`src/rtl/tetris_pkg.sv`:
```
// Shared game-logic constants: board RAM geometry, requester indices and arbiter state encodings.
// Imported by every block that touches ram_board.
package tetris_pkg;

    localparam int BOARD_ADDR_W = 8;
    localparam int CELL_W       = 6;
    localparam int N_BOARD_REQ  = 3;

    localparam int REQ_COLLISION = 0;
    localparam int REQ_LOCK      = 1;
    localparam int REQ_LINECLR   = 2;

    typedef enum logic [0:0] {
        ARB_IDLE = 1'b0,
        ARB_OWN  = 1'b1
    } arb_state_e;

    // Next round-robin slot after idx, wrapping modulo n.
    function automatic int wrap_inc(input int idx, input int n);
        return (idx + 1 >= n) ? 0 : idx + 1;
    endfunction

endpackage

```
`src/rtl/board_ram_arbiter_if.sv`:
```
// Requester-side bundle of the board RAM arbiter: per-engine request/access lines and grant/read return.
// master = the game-logic engines, slave = the arbiter.
interface board_ram_arbiter_if
    import tetris_pkg::*;
#(
    parameter int N_REQ  = N_BOARD_REQ,
    parameter int ADDR_W = BOARD_ADDR_W,
    parameter int DATA_W = CELL_W
);
    logic [N_REQ-1:0]        req;
    logic [N_REQ-1:0]        wren;
    logic [N_REQ*ADDR_W-1:0] addr;
    logic [N_REQ*DATA_W-1:0] wdata;
    logic [N_REQ-1:0]        gnt;
    logic [N_REQ-1:0]        rvalid;
    logic [DATA_W-1:0]       rdata;

    modport master (
        output req, wren, addr, wdata,
        input  gnt, rvalid, rdata
    );

    modport slave (
        input  req, wren, addr, wdata,
        output gnt, rvalid, rdata
    );

endinterface

```
`src/rtl/rr_pick.sv`:
```
// Combinational round-robin picker: first requester at or after ptr, wrapping modulo N.
// Zero latency; vld low when nothing requests.
module rr_pick #(
    parameter int N     = 3,
    parameter int PTR_W = 2
) (
    input  logic [N-1:0]     req,
    input  logic [PTR_W-1:0] ptr,
    output logic [N-1:0]     win,
    output logic             vld
);

    int idx;

    always_comb begin
        win = '0;
        vld = 1'b0;
        idx = 0;
        for (int k = 0; k < N; k++) begin
            idx = (int'(ptr) + k) % N;
            if (!vld && req[idx]) begin
                win[idx] = 1'b1;
                vld      = 1'b1;
            end
        end
    end

endmodule

```
`src/rtl/board_ram_arbiter.sv`:
```
// Shares the single-port board RAM between game engines with round-robin burst ownership and an optional burst cap.
// Grant one cycle after request; reads return RD_LAT cycles after the access, routed to the issuing requester.
module board_ram_arbiter
    import tetris_pkg::*;
#(
    parameter int N_REQ     = N_BOARD_REQ,
    parameter int ADDR_W    = BOARD_ADDR_W,
    parameter int DATA_W    = CELL_W,
    parameter int RD_LAT    = 1,
    parameter int MAX_BURST = 0
) (
    input  logic              clk,
    input  logic              reset,
    board_ram_arbiter_if.slave bus,
    output logic [ADDR_W-1:0] ram_addr,
    output logic [DATA_W-1:0] ram_data,
    output logic              ram_wren,
    input  logic [DATA_W-1:0] ram_q,
    output logic              busy
);

    localparam int IDX_W = (N_REQ > 1) ? $clog2(N_REQ) : 1;
    localparam int CNT_W = (MAX_BURST > 0) ? $clog2(MAX_BURST + 1) : 1;
    localparam logic [CNT_W-1:0] CNT_MAX = CNT_W'(MAX_BURST);

    arb_state_e                     state_q, state_d;
    logic [N_REQ-1:0]               gnt_q, gnt_d;
    logic [IDX_W-1:0]               owner_q, owner_d;
    logic [IDX_W-1:0]               ptr_q, ptr_d;
    logic [CNT_W-1:0]               cnt_q, cnt_d;
    logic [RD_LAT-1:0]              pipe_vld_q, pipe_vld_d;
    logic [RD_LAT-1:0][IDX_W-1:0]   pipe_idx_q, pipe_idx_d;

    logic              owner_req;
    logic              owner_wren;
    logic [ADDR_W-1:0] sel_addr;
    logic [DATA_W-1:0] sel_data;
    logic              access;
    logic              others_req;
    logic [IDX_W-1:0]  ptr_next;
    logic [IDX_W-1:0]  pick_ptr;
    logic [N_REQ-1:0]  pick_win;
    logic              pick_vld;
    logic [IDX_W-1:0]  pick_idx;
    logic [CNT_W-1:0]  cnt_inc;
    logic [N_REQ-1:0]  rvalid_c;

    always_comb begin
        owner_req  = 1'b0;
        owner_wren = 1'b0;
        sel_addr   = '0;
        sel_data   = '0;
        for (int i = 0; i < N_REQ; i++) begin
            if (owner_q == IDX_W'(i)) begin
                owner_req  = bus.req[i];
                owner_wren = bus.wren[i];
                sel_addr   = bus.addr[i*ADDR_W +: ADDR_W];
                sel_data   = bus.wdata[i*DATA_W +: DATA_W];
            end
        end
    end

    assign access     = (state_q == ARB_OWN) && owner_req;
    assign others_req = |(bus.req & ~gnt_q);
    assign ptr_next   = IDX_W'(wrap_inc(int'(owner_q), N_REQ));

    // When the owner lets go we arbitrate in the same cycle, starting after the owner.
    assign pick_ptr = (state_q == ARB_OWN) ? ptr_next : ptr_q;

    rr_pick #(
        .N     (N_REQ),
        .PTR_W (IDX_W)
    ) u_pick (
        .req (bus.req),
        .ptr (pick_ptr),
        .win (pick_win),
        .vld (pick_vld)
    );

    always_comb begin
        pick_idx = '0;
        for (int i = 0; i < N_REQ; i++) begin
            if (pick_win[i]) begin
                pick_idx = IDX_W'(i);
            end
        end
    end

    assign ram_addr = access ? sel_addr   : '0;
    assign ram_data = access ? sel_data   : '0;
    assign ram_wren = access ? owner_wren : 1'b0;

    always_comb begin
        state_d = state_q;
        gnt_d   = gnt_q;
        owner_d = owner_q;
        ptr_d   = ptr_q;
        cnt_d   = cnt_q;
        cnt_inc = (cnt_q == CNT_MAX) ? cnt_q : cnt_q + CNT_W'(1);
        unique case (state_q)
            ARB_IDLE: begin
                if (pick_vld) begin
                    state_d = ARB_OWN;
                    gnt_d   = pick_win;
                    owner_d = pick_idx;
                    cnt_d   = '0;
                end
            end
            ARB_OWN: begin
                if (!owner_req) begin
                    ptr_d = ptr_next;
                    cnt_d = '0;
                    if (pick_vld) begin
                        gnt_d   = pick_win;
                        owner_d = pick_idx;
                    end else begin
                        state_d = ARB_IDLE;
                        gnt_d   = '0;
                    end
                end else if (MAX_BURST > 0) begin
                    cnt_d = cnt_inc;
                    // Cap reached with someone waiting: release through IDLE so the waiter wins next.
                    if ((cnt_inc == CNT_MAX) && others_req) begin
                        state_d = ARB_IDLE;
                        gnt_d   = '0;
                        ptr_d   = ptr_next;
                        cnt_d   = '0;
                    end
                end
            end
            default: begin
                state_d = ARB_IDLE;
                gnt_d   = '0;
            end
        endcase
    end

    always_comb begin
        pipe_vld_d    = '0;
        pipe_idx_d    = '0;
        pipe_vld_d[0] = access && !owner_wren;
        pipe_idx_d[0] = owner_q;
        for (int k = 1; k < RD_LAT; k++) begin
            pipe_vld_d[k] = pipe_vld_q[k-1];
            pipe_idx_d[k] = pipe_idx_q[k-1];
        end
    end

    always_comb begin
        rvalid_c = '0;
        for (int i = 0; i < N_REQ; i++) begin
            rvalid_c[i] = pipe_vld_q[RD_LAT-1] && (pipe_idx_q[RD_LAT-1] == IDX_W'(i));
        end
    end

    assign bus.gnt    = gnt_q;
    assign bus.rvalid = rvalid_c;
    assign bus.rdata  = pipe_vld_q[RD_LAT-1] ? ram_q : '0;
    assign busy       = |gnt_q;

    always_ff @(posedge clk or posedge reset) begin
        if (reset) begin
            state_q    <= ARB_IDLE;
            gnt_q      <= '0;
            owner_q    <= '0;
            ptr_q      <= '0;
            cnt_q      <= '0;
            pipe_vld_q <= '0;
            pipe_idx_q <= '0;
        end else begin
            state_q    <= state_d;
            gnt_q      <= gnt_d;
            owner_q    <= owner_d;
            ptr_q      <= ptr_d;
            cnt_q      <= cnt_d;
            pipe_vld_q <= pipe_vld_d;
            pipe_idx_q <= pipe_idx_d;
        end
    end

endmodule
```
`src/flat_wrapper.sv`:
```
// flat-port wrapper written by rule: the top's interface ports become plain ports
module board_ram_arbiter_flat import tetris_pkg::*;
#(
    parameter int N_REQ     = N_BOARD_REQ,
    parameter int ADDR_W    = BOARD_ADDR_W,
    parameter int DATA_W    = CELL_W,
    parameter int RD_LAT    = 1,
    parameter int MAX_BURST = 0
)
  (clk, reset, ram_addr, ram_data, ram_wren, ram_q, busy, bus_req, bus_wren, bus_addr, bus_wdata, bus_gnt, bus_rvalid, bus_rdata);
  board_ram_arbiter_if #(.N_REQ(N_REQ), .ADDR_W(ADDR_W), .DATA_W(DATA_W)) bus_i ();
  input  logic clk;
  input  logic reset;
  output logic [ADDR_W-1:0] ram_addr;
  output logic [DATA_W-1:0] ram_data;
  output logic ram_wren;
  input  logic [DATA_W-1:0] ram_q;
  output logic busy;
  input wire logic [$bits(bus_i.req)-1:0] bus_req;
  input wire logic [$bits(bus_i.wren)-1:0] bus_wren;
  input wire logic [$bits(bus_i.addr)-1:0] bus_addr;
  input wire logic [$bits(bus_i.wdata)-1:0] bus_wdata;
  output wire logic [$bits(bus_i.gnt)-1:0] bus_gnt;
  output wire logic [$bits(bus_i.rvalid)-1:0] bus_rvalid;
  output wire logic [$bits(bus_i.rdata)-1:0] bus_rdata;
  assign bus_i.req = bus_req;
  assign bus_i.wren = bus_wren;
  assign bus_i.addr = bus_addr;
  assign bus_i.wdata = bus_wdata;
  assign bus_gnt = bus_i.gnt;
  assign bus_rvalid = bus_i.rvalid;
  assign bus_rdata = bus_i.rdata;
  board_ram_arbiter #(.N_REQ(N_REQ), .ADDR_W(ADDR_W), .DATA_W(DATA_W), .RD_LAT(RD_LAT), .MAX_BURST(MAX_BURST)) u_core (.clk(clk), .reset(reset), .bus(bus_i), .ram_addr(ram_addr), .ram_data(ram_data), .ram_wren(ram_wren), .ram_q(ram_q), .busy(busy));
endmodule
```
`config.mk`:
```
export PLATFORM = sky130hd
export DESIGN_NAME = board_ram_arbiter_flat
export DESIGN_NICKNAME = d
export VERILOG_FILES = /design/src/rtl/tetris_pkg.sv /design/src/rtl/board_ram_arbiter_if.sv /design/src/rtl/rr_pick.sv /design/src/rtl/board_ram_arbiter.sv /design/src/flat_wrapper.sv
export SDC_FILE = /design/constraint.sdc
export NUM_CORES = 1
export LEC_CHECK = 0
export BUFFER_PORTS_ARGS = -buffer_cell sky130_fd_sc_hd__buf_4
export CORE_ASPECT_RATIO = 1.4
export CORE_MARGIN = 5
export CORE_UTILIZATION = 35
export CTS_CLUSTER_SIZE = 28
export DETAILED_ROUTE_END_ITERATION = 6
export PLACE_DENSITY = 0.69
export SYNTH_ARGS = -nofsm -noshare
export SYNTH_HDL_FRONTEND = slang
export SYNTH_SLANG_ARGS = --single-unit
export TNS_END_PERCENT = 10
```
`constraint.sdc`:
```
create_clock -name clk -period 5.93 [get_ports clk]
set_clock_uncertainty 0.2 [all_clocks]
set_input_delay 0.2965 -clock clk [delete_from_list [all_inputs] [get_ports clk]]
set_output_delay 0.2965 -clock clk [all_outputs]
set_load 0.03 [all_outputs]
```
# Word-level counts from Yosys, hierarchy flattened
# Cells that the tools add are included.
# totals
regBits	11
output_inout_bits	28
wordCells	98
# classes
n_eq_ne	6
n_reduce_logical	18
div	3
addsub	3
mux	51
order_cmp	7
n_bitwise	4
# ops
op	n
32-bit by 1-bit greater-or-equal comparator with 1-bit output (second input constant)	3
32-bit by 4-bit less-than comparator with 1-bit output (second input constant)	3
32-bit by 3-bit remainder unit with 32-bit output (second input constant)	2
3-bit by 3-bit remainder unit with 32-bit output (second input constant)	1
8-bit 2-to-1 mux	4
6-bit 2-to-1 mux	5
1-bit 2-to-1 mux	22
3-bit 2-to-1 mux	6
1-bit logical AND	10
2-bit 2-to-1 mux	5
2-bit by 1-bit adder with 3-bit output (second input constant)	2
1-bit binary-select mux with 2-bit select	3
1-bit demux with 2-bit select	3
3-bit bitwise OR	2
3-bit case mux with 2 select lines	1
2-bit by 1-bit equality test with 1-bit output (second input constant)	2
2-bit equality test (second input constant)	2
2-bit zero test	2
2-bit case mux with 2 select lines	1
2-bit AND reduction	2
2-bit by 2-bit adder with 3-bit output (second input constant)	1
3-bit by 2-bit greater-or-equal comparator with 1-bit output (second input constant)	1
1-bit zero test	3
3-bit OR reduction	1
other kinds (4)	5

# Longest topological paths before layout
# logic_depth
ltp_word	20
mapped_depth	12
ltp_nobuf	9

# Hierarchy
# A second synthesis with hierarchy kept.
# unflattened
cells_unflattened	168
hier_area_um2	1262.5
# by_module_without_submodules
module	n_inst	cells_per_inst	area_per_inst_um2	seq_area_each_um2
board_ram_arbiter	1	127	954.7	275.3
rr_pick	1	41	307.8	0.0

# Worst setup path before layout
# No wires, ideal clock.
# synth_timing
path_type	reg2reg
start	reg u_core.owner_q[1]
end	reg u_core.owner_q[0]
synth_period_minus_slack_ps	2794
n_path_buf	3
setup_ps	125
stages_incl_launch_ff	13
path_slack_ps	3136
required_ps	5605
t_arrival_ps	2469
cell_sequence	dfrtp_1 -> buf_4 -> buf_2 -> nor2_1 -> mux2i_1 -> inv_1 -> ha_1 -> buf_2 -> a22o_1 -> a211o_1 -> a21oi_4 -> a21o_4 -> mux2_4
# synth_between
elab_chain_cells	20
elab_cells_between_ends	57
# synth_lines
item	line_no	text
start: declaration	board_ram_arbiter.sv:28	logic [IDX_W-1:0] owner_q, owner_d;
start signal: assignment	board_ram_arbiter.sv:173	owner_q <= owner_d;
parallel branches: the longest is 20 deep, another holds 32-bit by 3-bit remainder unit with 32-bit output	--	
# Several ways; the timed one is not identified. The select of a mux whose other input is x is not followed.
# A chain may end at the register's enable or synchronous reset.

# Worst setup path after layout
# Ends and elaborated chain as after synthesis.

==> out/metrics.cfg <==
[status]
outcome = finished clean

[final_layout]
drive_gt1_frac = 0.4181
finalInstanceArea_um2 = 1924
final_nets = 293
antennaDiodeCount = 0
fin_util = 0.5378
area_growth_pct = 51.98

[worst_setup_path]
cp.required_ns = 5.85
ff2ff_path_depth = 8
crit_path_start_kind = register
arrival_ns = 3.16
path_max_fanout = 20
critPathKind = register to register
cp-end-kind = register
rrSetupSlack_ns = 2.69

[synth]
synth-edff-count = 0
async_reset_ff_frac = 1.000
synthTopCellsByCount = nor2_1, mux2i_1, a21oi_1
synth.distinct_cells = 39
syn_inst = 154
synth_seq_area_share = 0.2174
yosys_warnings = 0
synth_ff_type = dfrtp_1
synth_top_area_cell = dfrtp_1
synth_seq_cells = 11
post-synth-top-count-cell = nor2_1
synth_fp_nets = 214
netlist_area_um2 = 1266
synthTopCellsByArea = dfrtp_1, mux2i_1, nor2_1
yosysTopAreaCellShare = 0.2174
avgSynthCellArea_um2 = 8.222

[cts]
clockBufferDepth = 2
cts_hold_buf = 1
clk_pin_slew_worst_paths_ns = 0.05
tritoncts = yes
cts_buffers = 3
clock-sinks = 11
clk_latency_ns = 0.24
h-tree-depth = 1
post_cts_buffers = 0
cts_root_buf = clkbuf_8
cts_resized = 0

[global_route]
grtUsageTotal = 0.1385
overflow = 0
antenna_found_initial = 0
grt_pass1_vias = 1285
grt_pass1_wl_um = 5340
grt_max_degree = 21

[power_and_ir_drop]
p_leak_nw = 0.9743
p_seq_frac = 0.170
ir_drop_mv = 0.2452
p_per_area_nw_per_um2 = 481.9
p_total_mw = 0.9274
clockPowerShare = 0.081
internal-power_mw = 0.4590
sw_frac_of_total = 0.5050
switching_power_mw = 0.4684
power_frac_comb = 0.749

[detailed_routing]
drtAntennaViolNets = 0
drt-initial-drc-count = 49
drc = 0
vias = 1370
first_pass_iters = 2
vias_per_cell = 5.000
routed_wl_um = 3646
post_drt_wl_per_cell_um = 13.31

[sta]
setup-tns-final_ns = 0
fin_ws_ns = 2.687
rsz0062_at_grt = false
slew_headroom = 0.3654
drv_slew = 0
final_hold_viol_count = 0
finalCriticalPeriod_ns = 3.243
tightestPinTransition_ns = 0.9519
fmax_mhz = 308.3
setup_viol = 0
finalCritPeriodShare = 0.5469

[placed_design]
port_buffers = 83
placed_cell_area_um2 = 1869
dp_hpwl_um = 2883
place_worst_setup_slack_ns = 2.706
place_congestion = 0.7954

[worst_hold_path]
min_delay_path_depth = 3
min-delay-path-class = primary input to register

[floorplanning]
core_area_um2 = 3578
row_count = 26
io-pin-count = 84
die_h_um = 81.17
dieArea_um2 = 4938
floorplan.initialDensity = 0.3538
die_x_um = 60.84

[job]
drv_cap = 0

## cells by family after synthesis
logic type      after synthesis  synth area share
flops                        11            0.2174
simple gates                 63            0.2490
buf+inv                      16           0.07806
mux                          29            0.2371
fa+ha+maj                     4           0.03953
compound gates               31            0.1789
## worst max-delay path, cell delays in order, from the launching register on
cell and delay [ns]:
dfrtp_1 0.96, nor2b_1 0.13, mux2_2 0.34, ha_1 0.31
a22o_1 0.27, a211o_1 0.30, a21oi_4 0.16, a21o_4 0.15
mux2_4 0.29
## worst paths after layout
path	to	from
setup / recovery	u_core.owner_q[0]$_DFFE_PP0P_	u_core.owner_q[1]$_DFFE_PP0P_
hold / removal	u_core.pipe_vld_q$_DFF_PP0_	bus_wren[1]
setup reg to reg	u_core.owner_q[0]$_DFFE_PP0P_	u_core.owner_q[1]$_DFFE_PP0P_
hold reg to reg	u_core.ptr_q[0]$_DFFE_PP0P_	u_core.ptr_q[0]$_DFFE_PP0P_
max in group asynchronous	u_core.owner_q[0]$_DFFE_PP0P_	reset
min in group asynchronous	u_core.pipe_vld_q$_DFF_PP0_	reset
## per-layer routing
layer | up-vias | wire length, um | part of all wire | track usage
met5 | - | 0 | 0 | 0
met3 | 8 | 328 | 0.090 | 0.02544
met2 | 47 | 1936 | 0.53 | 0.2602
met1 | 623 | 1317 | 0.36 | 0.1404
met4 | 0 | 63 | 0.017 | 0.06725
li1 | 692 | - | - | -
## sequential cells by signal, indices dropped and copies added (netlist names)
register	flops
u_core.owner_q	2
u_core.bus.gnt	3
u_core.pipe_vld_q	1
u_core.state_q	1
u_core.pipe_idx_q	2
u_core.ptr_q	2
## power groups by stage
stage,sequential (mW),combinational (mW),clock [mW]
2_1_floorplan,0.130,0.552,0
4_1_cts,0.158,0.699,0.0755
3_3_place_gp,0.159,0.692,0
5_1_grt,0.165,0.754,0.0791
6_report,0.158,0.695,0.0751
3_5_place_dp,0.159,0.696,0
## cell type report
| cell class | instances | area, um^2 |
|---|---|---|
| Clock buffer | 4 | 45.04 |
| Fill cell | 358 | 1654 |
| Inverter | 5 | 18.77 |
| Multi-Input combinational cell | 127 | 892.1 |
| Sequential cell | 11 | 275.3 |
| Tap cell | 42 | 52.55 |
| Timing Repair Buffer | 85 | 640.6 |
## through the flow
step | instances | hold WS, ns
finish | 274 | 0.1650
floorplan | 154 | -0.05106
global placement | 269 | 0.1101
global route | 274 | 0.1975
detailed placement | 269 | 0.1116
CTS | 274 | 0.1679
## cell usage in the layout, fill, tap and decap left out, drive strengths merged
cell type    Yosys  final
buf             10     84
and2b            1      1
mux2             5      5
nor2b            2      2
a221oi           1      1
or3              1      1
o311ai           1      1
dlygate4sd3      0      1
nand2b           4      4
mux2i           24     24
nor2            32     32
o21ai            1      1
or3b             1      1
inv              5      5
a211o            1      1
o22ai            3      3
a22o             1      1
and2             6      6
a21oi           17     17
nand3b           2      2
and3b            2      2
dfrtp           11     11
nor3b            2      2
ha               4      4
nor3             1      1
a21o             1      1
a41oi            1      1
clkbuf           1      4
nand2            9      9
o21a             1      1
a31o             2      2
o2bb2ai          1      1
Power figures use the tool's default switching activity.
